<file path="src/rtl/p_acc_ctrl_pkg.sv">
// p_acc_ctrl_pkg: shared types for the partial-accumulate datapath.
//   dtype_t / dconf_t  : number format handed to p_acc (INT or FXP, sign, precision, fraction bits)
//   DEF_CONF           : signed 8-bit integer default
//   acc_ctrl_state_t   : p_acc_ctrl sequencer states
package p_acc_ctrl_pkg;

    typedef enum logic {INT, FXP} dtype_t;

    typedef struct packed {
        dtype_t     dtype;
        logic       sign;
        logic [7:0] prec;
        logic [7:0] frac;
    } dconf_t;

    localparam dconf_t DEF_CONF = '{dtype: INT, sign: 1'b1, prec: 8'd8, frac: 8'd0};

    typedef enum logic [1:0] {ACC_IDLE, ACC_LOAD, ACC_DONE} acc_ctrl_state_t;

endpackage

</file>
<file path="src/rtl/p_acc_ctrl_p_acc.sv">
// p_acc: combinational saturating adder of IN operands in CONF format.
//   in      : IN operands, PREC bits each
//   out     : sum, clamped to the CONF range
//   udf/ovf : exact sum fell below / rose above the representable range
//   rounded : set when precision was dropped
module p_acc
    import p_acc_ctrl_pkg::*;
#(
    parameter int     IN   = 5,
    parameter dconf_t CONF = DEF_CONF,
    localparam int    PREC = int'(CONF.prec)
) (
    input  logic [IN-1:0][PREC-1:0] in,
    output logic [PREC-1:0]         out,
    output logic                    udf,
    output logic                    ovf,
    output logic                    rounded
);

    // Wide enough that the exact sum of IN operands can never wrap.
    localparam int SW = PREC + $clog2(IN) + 1;

    localparam logic signed [SW-1:0] MAXV = CONF.sign ? SW'((64'sd1 <<< (PREC-1)) - 64'sd1)
                                                      : SW'((64'sd1 <<< PREC) - 64'sd1);
    localparam logic signed [SW-1:0] MINV = CONF.sign ? SW'(-(64'sd1 <<< (PREC-1)))
                                                      : SW'(64'sd0);

    logic signed [SW-1:0] sum;

    always_comb begin
        sum = '0;
        for (int i = 0; i < IN; i++) begin
            if (CONF.sign) sum = sum + SW'($signed(in[i]));
            else           sum = sum + $signed(SW'(in[i]));
        end
    end

    assign ovf = (sum > MAXV);
    assign udf = (sum < MINV);
    assign out = ovf ? MAXV[PREC-1:0] : (udf ? MINV[PREC-1:0] : sum[PREC-1:0]);

    // All operands share one format (same frac), so the sum is exact before clamping.
    assign rounded = 1'b0;

endmodule

</file>
<file path="src/rtl/p_acc_ctrl.sv">
// p_acc_ctrl: reduces a len-element stream to one sum through a single p_acc,
// IN-1 new elements per beat with the running sum fed back on lane 0.
//   clk, reset            : clock, synchronous active-high reset
//   start, len, busy      : command (sampled in IDLE), element count, busy in LOAD/DONE
//   in_valid/ready/data   : element beats, lane 0 earliest
//   out_valid/ready, out  : registered result handshake
//   udf, ovf, rounded     : sticky flags over the whole reduction
module p_acc_ctrl
    import p_acc_ctrl_pkg::*;
#(
    parameter int     IN    = 5,
    parameter dconf_t CONF  = DEF_CONF,
    parameter int     LEN_W = 8,
    localparam int    PREC  = int'(CONF.prec)
) (
    input  logic                      clk,
    input  logic                      reset,
    input  logic                      start,
    input  logic [LEN_W-1:0]          len,
    output logic                      busy,
    input  logic                      in_valid,
    output logic                      in_ready,
    input  logic [IN-2:0][PREC-1:0]   in_data,
    output logic                      out_valid,
    input  logic                      out_ready,
    output logic [PREC-1:0]           out,
    output logic                      udf,
    output logic                      ovf,
    output logic                      rounded
);

    acc_ctrl_state_t state_q, state_d;

    logic [PREC-1:0]          acc_q;
    logic [LEN_W-1:0]         rem_q;
    logic                     udf_q, ovf_q, rnd_q;

    logic [LEN_W-1:0]         n;
    logic [IN-1:0][PREC-1:0]  lanes;
    logic [PREC-1:0]          psum;
    logic                     p_udf, p_ovf, p_rnd;
    logic                     beat, clr;

    // Live lanes this beat: n = min(rem_q, IN-1).
    assign n = (rem_q < LEN_W'(IN-1)) ? rem_q : LEN_W'(IN-1);

    // Lane i of the beat is live iff i < rem_q; dead lanes are zeroed so
    // stale data past the end of the stream never reaches the sum.
    always_comb begin
        lanes    = '0;
        lanes[0] = acc_q;
        for (int i = 0; i < IN-1; i++)
            lanes[i+1] = (LEN_W'(i) < rem_q) ? in_data[i] : '0;
    end

    p_acc #(.IN(IN), .CONF(CONF)) u_p_acc (
        .in      (lanes),
        .out     (psum),
        .udf     (p_udf),
        .ovf     (p_ovf),
        .rounded (p_rnd)
    );

    always_comb begin
        state_d   = state_q;
        busy      = 1'b0;
        in_ready  = 1'b0;
        out_valid = 1'b0;
        beat      = 1'b0;
        clr       = 1'b0;
        case (state_q)
            ACC_IDLE: begin
                if (start) begin
                    clr     = 1'b1;
                    state_d = (len != '0) ? ACC_LOAD : ACC_DONE;
                end
            end
            ACC_LOAD: begin
                busy     = 1'b1;
                in_ready = 1'b1;
                if (in_valid) begin
                    beat = 1'b1;
                    if (rem_q == n) state_d = ACC_DONE;
                end
            end
            ACC_DONE: begin
                busy      = 1'b1;
                out_valid = 1'b1;
                if (out_ready) state_d = ACC_IDLE;
            end
            default: state_d = ACC_IDLE;
        endcase
    end

    always_ff @(posedge clk) begin
        if (reset) state_q <= ACC_IDLE;
        else       state_q <= state_d;
    end

    always_ff @(posedge clk) begin
        if (reset) begin
            acc_q <= '0;
            rem_q <= '0;
            udf_q <= 1'b0;
            ovf_q <= 1'b0;
            rnd_q <= 1'b0;
        end else if (clr) begin
            acc_q <= '0;
            rem_q <= len;
            udf_q <= 1'b0;
            ovf_q <= 1'b0;
            rnd_q <= 1'b0;
        end else if (beat) begin
            acc_q <= psum;
            rem_q <= rem_q - n;
            udf_q <= udf_q | p_udf;
            ovf_q <= ovf_q | p_ovf;
            rnd_q <= rnd_q | p_rnd;
        end
    end

    assign out     = acc_q;
    assign udf     = udf_q;
    assign ovf     = ovf_q;
    assign rounded = rnd_q;

endmodule

</file>
<file path="config.mk">
export PLATFORM = sky130hd
export DESIGN_NAME = p_acc_ctrl
export DESIGN_NICKNAME = d
export VERILOG_FILES = /design/src/rtl/p_acc_ctrl_pkg.sv /design/src/rtl/p_acc_ctrl_p_acc.sv /design/src/rtl/p_acc_ctrl.sv
export SDC_FILE = /design/constraint.sdc
export NUM_CORES = 1
export LEC_CHECK = 0
export ABC_CLOCK_PERIOD_IN_PS = 8550
export CAP_MARGIN = 30
export CORE_MARGIN = 2
export CORE_UTILIZATION = 25
export DETAILED_ROUTE_END_ITERATION = 6
export GPL_TIMING_DRIVEN = 0
export REMOVE_ABC_BUFFERS = 1
export SETUP_SLACK_MARGIN = 0.02
export SYNTH_ARGS = -nofsm -noshare
export SYNTH_HDL_FRONTEND = slang
export SYNTH_SLANG_ARGS = --single-unit
</file>
<file path="constraint.sdc">
create_clock -name clk -period 8.55 [get_ports clk]
set_input_delay 1.2825 -clock clk [delete_from_list [all_inputs] [get_ports clk]]
set_output_delay 1.2825 -clock clk [all_outputs]
set_load 0.01 [all_outputs]
</file>
Word level (Yosys, flattened, before mapping)
Index checks and enable logic that the tools add are counted.
W data, S select, Z words.
{"block": "totals", "ramBits": 0, "mem_count": 0, "romBits": 0, "out_inout_bits": 14, "latch_bits": 0, "in_bits": 45, "elab_cells": 54, "regBits": 20}
{"block": "classes", "bitwise": 2, "div_mod_pow": 0, "mux": 22, "add_sub_neg": 5, "eq_ne": 7, "n_lt_le_gt_ge": 7, "shifts": 0, "n_reduce_logical": 6, "n_mul": 0}
{"operator": "$mux W8", "n": 9}
{"operator": "$add A12 B8 Y12", "n": 2}
{"operator": "$lt A1 B8 Y1 const A", "n": 2}
{"operator": "$lt A2 B8 Y1 const A", "n": 2}
{"operator": "$gt A12 B8 Y1 const B", "n": 1}
{"operator": "$lt A12 B8 Y1 const B", "n": 1}
{"operator": "$add A9 B8 Y10", "n": 1}
{"operator": "$mux W2", "n": 5}
{"operator": "$add A8 B8 Y9", "n": 1}
{"operator": "$eq A8 B8 Y1", "n": 1}
{"operator": "$lt A8 B3 Y1 const B", "n": 1}
{"operator": "$ne A2 B2 Y1 const B", "n": 4}
{"operator": "$reduce_bool A8 Y1", "n": 1}
{"operator": "$sub A8 B8 Y8", "n": 1}
{"operator": "$mux W1", "n": 7}
{"operator": "$pmux W2 S3", "n": 1}
{"operator": "$reduce_and A4 Y1", "n": 1}
{"operator": "$reduce_or A2 Y1", "n": 2}
{"operator": "$eq A2 B1 Y1 const B", "n": 1}
{"operator": "$eq A2 B2 Y1 const B", "n": 1}
{"operator": "$logic_not A2 Y1", "n": 1}
{"operator": "$or A1 B1 Y1", "n": 2}
{"operator": "$reduce_bool A2 Y1", "n": 1}

Logic depth before layout (Yosys ltp)
Gate-level depths: netlist of run 1.
{"block": "depth", "word_depth": 9, "mapped_depth": 25, "mapped_depth_nobuf": 24}

Modules after synthesis
From an unflattened synthesis of run 1, not the netlist that was laid out.
{"block": "unflattened", "cells_unflattened": 332, "hier_area_um2": 2605.0}
{"module": "p_acc", "area_per_inst_um2": 1312.5, "cells_each": 162, "n_inst": 1, "seq_area_each_um2": 0.0}
{"module": "p_acc_ctrl", "area_per_inst_um2": 1292.5, "cells_each": 170, "n_inst": 1, "seq_area_each_um2": 420.4}

Worst setup path before layout of run 1
No wires, ideal clock.
{"block": "synth_timing", "path_type": "input to register", "from": "input in_data[2] in the netlist's numbering", "to": "register acc_q[3] (netlist: out[3])", "n_path_buf": 0, "arrival_ns": 5.225, "cell_stages": 18, "path_slack_ns": 3.191, "required_time_ns": 8.416, "setup_time_ns": 0.134, "path_cell_list": "and2_1 fa_1 ha_1 a21o_1 a21oi_1 nand2b_1 a21boi_1 o41a_1 xnor2_1 fa_1 inv_1 ha_1 a21oi_2 or3b_1 a31oi_1 o21ai_1 a41oi_4 o22ai_1"}
{"block": "synth_between", "elab_chain_len": 8, "elab_cells_between_ends": 9, "cone_classes": "add/sub (4); order compare (2); mux (3)"}
{"item": "from (decl)", "line_no": "p_acc_ctrl.sv:23", "text": "input logic [IN-2:0][PREC-1:0] in_data,"}
{"item": "$mux W8 *", "line_no": "p_acc_ctrl.sv:53", "text": "lanes[i+1] = (LEN_W'(i) < rem_q) ? in_data[i] : '0;"}
{"item": "$add A8 B8 Y9 *", "line_no": "p_acc_ctrl_p_acc.sv:33", "text": "if (CONF.sign) sum = sum + SW'($signed(in[i]));"}
{"item": "$add A9 B8 Y10 *", "line_no": "p_acc_ctrl_p_acc.sv:33"}
{"item": "$add A12 B8 Y12 * (2 in series)", "line_no": "p_acc_ctrl_p_acc.sv:33"}
{"item": "$lt A12 B8 Y1", "line_no": "p_acc_ctrl_p_acc.sv:39", "text": "assign udf = (sum < MINV);"}
{"item": "$mux W8", "line_no": "p_acc_ctrl_p_acc.sv:40", "text": "assign out = ovf ? MAXV[PREC-1:0] : (udf ? MINV[PREC-1:0] : sum[PREC-1:0]);"}
{"item": "$mux W8 *", "line_no": "p_acc_ctrl_p_acc.sv:40"}
{"item": "to (signal assigned)", "line_no": "p_acc_ctrl.sv:114", "text": "acc_q <= psum;"}
{"item": "to (decl)", "line_no": "p_acc_ctrl.sv:34", "text": "logic [PREC-1:0] acc_q;"}
Mark *: on every way between the ends. The rest lies on a longest branch, timed or not.
A chain may end at the register's enable or synchronous reset.

Worst setup path in the final report of run 1
{"block": "layout_timing", "from": "register rem_q[5]", "to": "register acc_q[1] (netlist: out[1])"}
{"block": "layout_between", "elab_chain_len": 9, "elab_cells_between_ends": 16, "cone_classes": "add/sub (4); order compare (6); mux (6)"}
{"item": "from (decl)", "line_no": "p_acc_ctrl.sv:35", "text": "logic [LEN_W-1:0] rem_q;"}
{"item": "from (signal assigned)", "line_no": "p_acc_ctrl.sv:109", "text": "rem_q <= len;"}
{"item": "from (signal assigned)", "line_no": "p_acc_ctrl.sv:115", "text": "rem_q <= rem_q - n;"}
{"item": "$lt A1 B8 Y1", "line_no": "p_acc_ctrl.sv:53"}
{"item": "$mux W8", "line_no": "p_acc_ctrl.sv:53"}
{"item": "$add A8 B8 Y9", "line_no": "p_acc_ctrl_p_acc.sv:33"}
{"item": "$add A9 B8 Y10", "line_no": "p_acc_ctrl_p_acc.sv:33"}
{"item": "$add A12 B8 Y12", "line_no": "p_acc_ctrl_p_acc.sv:33"}
{"item": "$add A12 B8 Y12 *", "line_no": "p_acc_ctrl_p_acc.sv:33"}
{"item": "$lt A12 B8 Y1", "line_no": "p_acc_ctrl_p_acc.sv:39"}
{"item": "$mux W8", "line_no": "p_acc_ctrl_p_acc.sv:40"}
{"item": "$mux W8 *", "line_no": "p_acc_ctrl_p_acc.sv:40"}
Marks and branches as above.

==> qor.yml, run 1 <==
status: "completed"
synth_top_area_share_pct: 16.2
num_rows: 36
critPathKind: "reg2reg"
hpwl_mm: 5.18
diodes: 0
cts.sinks: 20
syn_area_per_cell_sq_um: 8.28
track_usage_pct: 11.9
synth-seq-area-share_pct: 16.2
start_util_pct: 25.5
die_w_um: 103
syn-cell-area_sq_mm: 0.00247
synth-seq-cells: 20
grt_remaining_overflow: 0
portBuffers: 57
netlist_top_cells_area: "dfxtp_1 16%, fa_1 16%, ha_1 11%, nand2_1 6.2%, inv_1 5.3%"
cp.required_ns: 8.66
synthTopCellsByCount: "41 x nand2_1, 35 x inv_1, 22 x ha_1, 22 x nor2_1"
holdBufCountCts: 0
vias_per_cell: 4.57
endpoint_kind: "register"
num-nets-final: 438
setup_viol: 0
min_period_over_period_pct: 75.8
skew_ns: 0.00354
core_area_sq_mm: 0.00968
path_clk_slew_ns: 0.07
grt_pass1_wl_mm: 9.92
max_freq_mhz: 154
drv_cap: 0
cts_buffers: 3
synth_edf_count: 0
yosysTopAreaCell: "dfxtp_1"
htree_levels: 1
timing.final.hold_violations: 0
cp.arrival_ns: 6.59
final_antenna_net_count: 0
tns_ns: 0
cts_resized: 0
clockBufferDepth: 2
antenna_found_initial: 0
synthFlopType: "dfxtp_1"
report.final.slew_viol_count: 0
grt_pass1_vias: 2148
crit_fanout: 13
drtIter0Drc: 67
die_h_um: 103
postRouteWirelength_mm: 6.17
yosysMostFrequentCell: "nand2_1"
first_pass_iters: 4
setup.worst_path.start_class: "register"
post_cts_buffers: 0
drc_errors: 0
globalplace.congestion: 0.835
yosys_warnings: 0
syn2layout_area_growth_pct: 30.0
pin_count: 59
syn_inst: 298
vias: 2204
multi_input_area_sq_mm: 0.00190
die_area_sq_mm: 0.0107
root_buffer: "clkbuf_8"
cts_tree: "done"
grt_max_degree: 16
period_minus_slack_ns: 6.49
routedWlPerCell_um: 12.8
post-place-ws_ns: 1.99
rsz0062_at_grt: "false"
regArea_sq_um: 400
clkLatencyLatePin_ns: 0.26
worst_pin_slew_ns: 0.571
drive_above_1_share_pct: 5.16
nFillCells: 1046
async_reset_ff_share_pct: 0
hold_path.class: "reg2reg"
ys_types: 54
worst_slack_ns: 2.06
slew_headroom_pct: 61.8
worst max-delay path: stages (launching register included):
cell and delay, ns:
dfxtp_1 0.34, nor3_1 0.40, nand3b_1 0.51, or3_1 0.64, and2_1 0.24, fa_1 0.48
ha_1 0.31, a21o_1 0.15, a21oi_1 0.27, nand2b_1 0.15, a21boi_1 0.09, o41a_1 0.33
xnor2_1 0.14, fa_1 0.48, inv_1 0.04, ha_1 0.39, a21oi_2 0.18, or3b_1 0.35
a31oi_1 0.23, o21ai_1 0.15, a41oi_4 0.33, a311oi_1 0.10
routing by layer:
metal | track usage (%) | wire length (um) | vias up
met1 | 15.3 | 2690 | 1040
li1 | - | - | 1114
met4 | 3.64 | 103 | 0
met3 | 1.75 | 354 | 7
met2 | 20.5 | 3020 | 43
met5 | 0 | 0 | -
layout make-up:
class | count | area share (%)
clock buffer | 3 | 1.29
timing repair buffer | 57 | 17.8
sequential | 20 | 12.5
inverter | 35 | 4.09
multi-input combinational | 234 | 59.2
tap | 133 | 5.19
state kept, by name (all words and copies together), names as in the netlist:
signal   flops
udf          1
state_q      2
ovf          1
rem_q        8
out          8
cell usage in the layout, fill, tap and decap left out, types with 4 or more instances in the layout:
master	n
clkdlybuf4s50_1	57
nand2_1	41
inv_1	35
nor2_1	22
ha_1	22
fa_1	20
dfxtp_1	20
and2_1	16
a21oi_1	12
o21ai_0	9
xor2_1	8
a211oi_1	8
xnor2_1	7
a311oi_1	6
o21ai_1	5
nor3_1	4
a21o_1	4
metrics by stage:
| step | util (%) | instance area (sq um) | hold slack [ns] | instances |
|---|---|---|---|---|
| after detailed placement | 32.7 | 3170 | 0.447 | 479 |
| after global routing | 33.1 | 3210 | 0.477 | 482 |
| after floorplan | - | 2430 | 0.464 | 289 |
| final | 33.1 | 3210 | 0.455 | 482 |
| after CTS | 33.1 | 3210 | 0.459 | 482 |
| after global placement | 32.7 | 3170 | 0.444 | 479 |
cell families (layout without fill, tap and decap cells):
kind of cell	count (synthesis)	after routing	share of synthesized area (%)
muxes	1	1	0.456
adders and majority gates	42	42	27.4
other	2	2	0.304
buffers and inverters	44	95	6.84
xor gates and xnor gates	16	16	5.98
AOI/OAI and AO/OA	70	70	22.8
and+or+nand+nor	103	103	20.0
DFF	20	20	16.2
worst paths after layout:
path,start,endpoint,slack [ns],cells past startpoint
worst max register to register,rem_q[5]$_SDFFE_PP0P_,out[1]$_SDFFE_PP0P_,2.06,21
worst min register to register,ovf$_SDFFE_PP0P_,ovf$_SDFFE_PP0P_,0.46,2
worst max-delay path,rem_q[5]$_SDFFE_PP0P_,out[1]$_SDFFE_PP0P_,2.06,21
worst min-delay path,ovf$_SDFFE_PP0P_,ovf$_SDFFE_PP0P_,0.46,2
Power of run 1 is not shown: default switching activity piles up to over one toggle a cycle in this logic, so the estimate is an artifact.
==> run 2, diff against run 1 <==
--- a/config.mk
+++ b/config.mk
@@ -5,7 +5,7 @@
 export SDC_FILE = /design/constraint.sdc
 export NUM_CORES = 1
 export LEC_CHECK = 0
-export ABC_CLOCK_PERIOD_IN_PS = 8550
+export ABC_CLOCK_PERIOD_IN_PS = 6350
 export CAP_MARGIN = 30
 export CORE_MARGIN = 2
 export CORE_UTILIZATION = 25
==> constraint.sdc (replaced) <==
create_clock -name clk -period 6.35 [get_ports clk]
set_input_delay 0.9525 -clock clk [delete_from_list [all_inputs] [get_ports clk]]
set_output_delay 0.9525 -clock clk [all_outputs]
set_load 0.01 [all_outputs]
==> run 2 against run 1 <==
  * Via count unchanged
  * Sequential cell count unchanged
  * Routed wire length down 0.13%
  * Critical path depth unchanged
  * Clock skew down 0.0022 ns
  * Final area up 0.86%
  * Non-clock buffer count up 3
  * Utilization up 0.28 points
==> qor.yml, run 2 (synthesized netlist as in run 1, its figures left out) <==
nFillCells: 1047
drive_above_1_share_pct: 6.25
cp-startpoint: "rem_q[5]$_SDFFE_PP0P_"
reg2reg_to: "out[1]$_SDFFE_PP0P_"
start_util_pct: 25.5
drtIter0Drc: 47
hpwl_mm: 5.18
routedWlPerCell_um: 12.7
die_area_sq_mm: 0.0107
vias: 2204
core_area_sq_mm: 0.00968
num-nets-final: 441
worst_pin_slew_ns: 0.510
first_pass_iters: 4
setup.worst_path.start_class: "register"
diodes: 0
slowest_delay_ns: 0.49
grt_pass1_wl_mm: 9.96
path_clk_slew_ns: 0.07
globalplace.congestion: 0.835
root_buffer: "clkbuf_8"
rsz0062_at_grt: "false"
timing.final.hold_violations: 0
clockBufferDepth: 2
crit_path_end: "out[1]$_SDFFE_PP0P_"
cts_buffers: 3
min_period_over_period_pct: 92.1
drc_errors: 0
vias_per_cell: 4.54
cts_tree: "done"
critPathKind: "reg2reg"
mostFrequentLayoutCells: "57 x clkdlybuf4s50_1, 41 x nand2_1, 35 x inv_1"
die_h_um: 103
cts.sinks: 20
grt_max_degree: 16
reg2reg_depth: 21
htree_levels: 1
holdBufCountCts: 0
post-place-cells: 479
r2r_setup_slack_ns: 0.50
grt_remaining_overflow: 0
status: "completed"
cp.required_ns: 6.46
syn2layout_area_growth_pct: 31.1
reg2reg_from: "rem_q[5]$_SDFFE_PP0P_"
clkLatencyLatePin_ns: 0.26
crit_fanout: 8
hold_path.class: "reg2reg"
portBuffers: 57
max_freq_mhz: 171
report.final.slew_viol_count: 0
cp.arrival_ns: 5.96
worst_slack_ns: 0.502
final_antenna_net_count: 0
die_w_um: 103
mostFrequentLayoutCell: "clkdlybuf4s50_1"
grt_pass1_vias: 2158
track_usage_pct: 11.9
finalNonFillerCells: 485
period_minus_slack_ns: 5.85
endpoint_kind: "register"
pin_count: 59
min_path_cells: 2
skew_ns: 0.00134
postRouteWirelength_mm: 6.16
setup_viol: 0
post-place-ws_ns: -0.206
drv_cap: 0
cp_cell_sequence: "nor3_2, nand3b_1, or3_1, and2_1, fa_1, ha_1, a21o_1, a21oi_1, nand2b_1, a21boi_1, o41a_1, xnor2_1, fa_1, inv_1, ha_1, a21oi_2, or3b_1, a31oi_1, o21ai_1, a41oi_4, a311oi_1"
slew_headroom_pct: 65.9
cp_slowest_cell: "or3_1"
antenna_found_initial: 0
num_rows: 36
run 2: cell count changes in the layout (fill, tap and decap cells not counted):
cell / change
nor3_2: +1
buf_4: +3
nor3_1: -1
run 2: worst min-delay path by stage:
stage / startpoint / endpoint
floorplan: rem_q[7]$_SDFFE_PP0P_ / rem_q[7]$_SDFFE_PP0P_
global placement: ovf$_SDFFE_PP0P_ / ovf$_SDFFE_PP0P_
detailed placement: ovf$_SDFFE_PP0P_ / ovf$_SDFFE_PP0P_
CTS: ovf$_SDFFE_PP0P_ / ovf$_SDFFE_PP0P_
global route: ovf$_SDFFE_PP0P_ / ovf$_SDFFE_PP0P_
finish: ovf$_SDFFE_PP0P_ / ovf$_SDFFE_PP0P_
run 2: metal layers:
metal  part of all wire [%]  global-route usage [%]  vias to the layer above
met1                     45                    15.4                     1037
li1                       -                       -                     1120
met5                      0                       0                        -
met2                     49                    20.5                       40
met4                    1.7                    3.64                        0
met3                    4.3                    1.75                        7
run 2: per-stage QoR:
step / util [%] / hold WS, ns / setup TNS [ns] / area (sq um)
floorplan: - / 0.464 / 0 / 2430
global placement: 32.7 / 0.444 / -0.300 / 3170
detailed placement: 32.7 / 0.447 / -1.46 / 3170
CTS: 33.4 / 0.459 / 0 / 3230
global route: 33.4 / 0.477 / 0 / 3240
finish: 33.4 / 0.455 / 0 / 3240
run 2: cell type report:
type | count | area (sq um) | area share [%]
Sequential cell | 20 | 400 | 12.4
Timing Repair Buffer | 60 | 593 | 18.3
Inverter | 35 | 131 | 4.06
Tap cell | 133 | 166 | 5.14
Multi-Input combinational cell | 234 | 1900 | 58.8
Clock buffer | 3 | 41.3 | 1.28
run 2: what timing repair did:
item                       4_1_cts  5_1_grt
pin swaps                        1        0
setup endpoints to repair        9        8
resized for setup                0        1
setup buffers                    3        0
run 2: worst max-delay path, delay by kind of cell (launching register included):
| family | cells | cell delay (ns) |
|---|---|---|
| AOI/OAI and AO/OA | 9 | 1.83 |
| and+or+nand+nor | 6 | 1.66 |
| adders and majority gates | 4 | 1.66 |
| DFF | 1 | 0.35 |
| xor gates and xnor gates | 1 | 0.14 |
| buffers and inverters | 1 | 0.04 |
Power of run 2 is left out for the same reason.
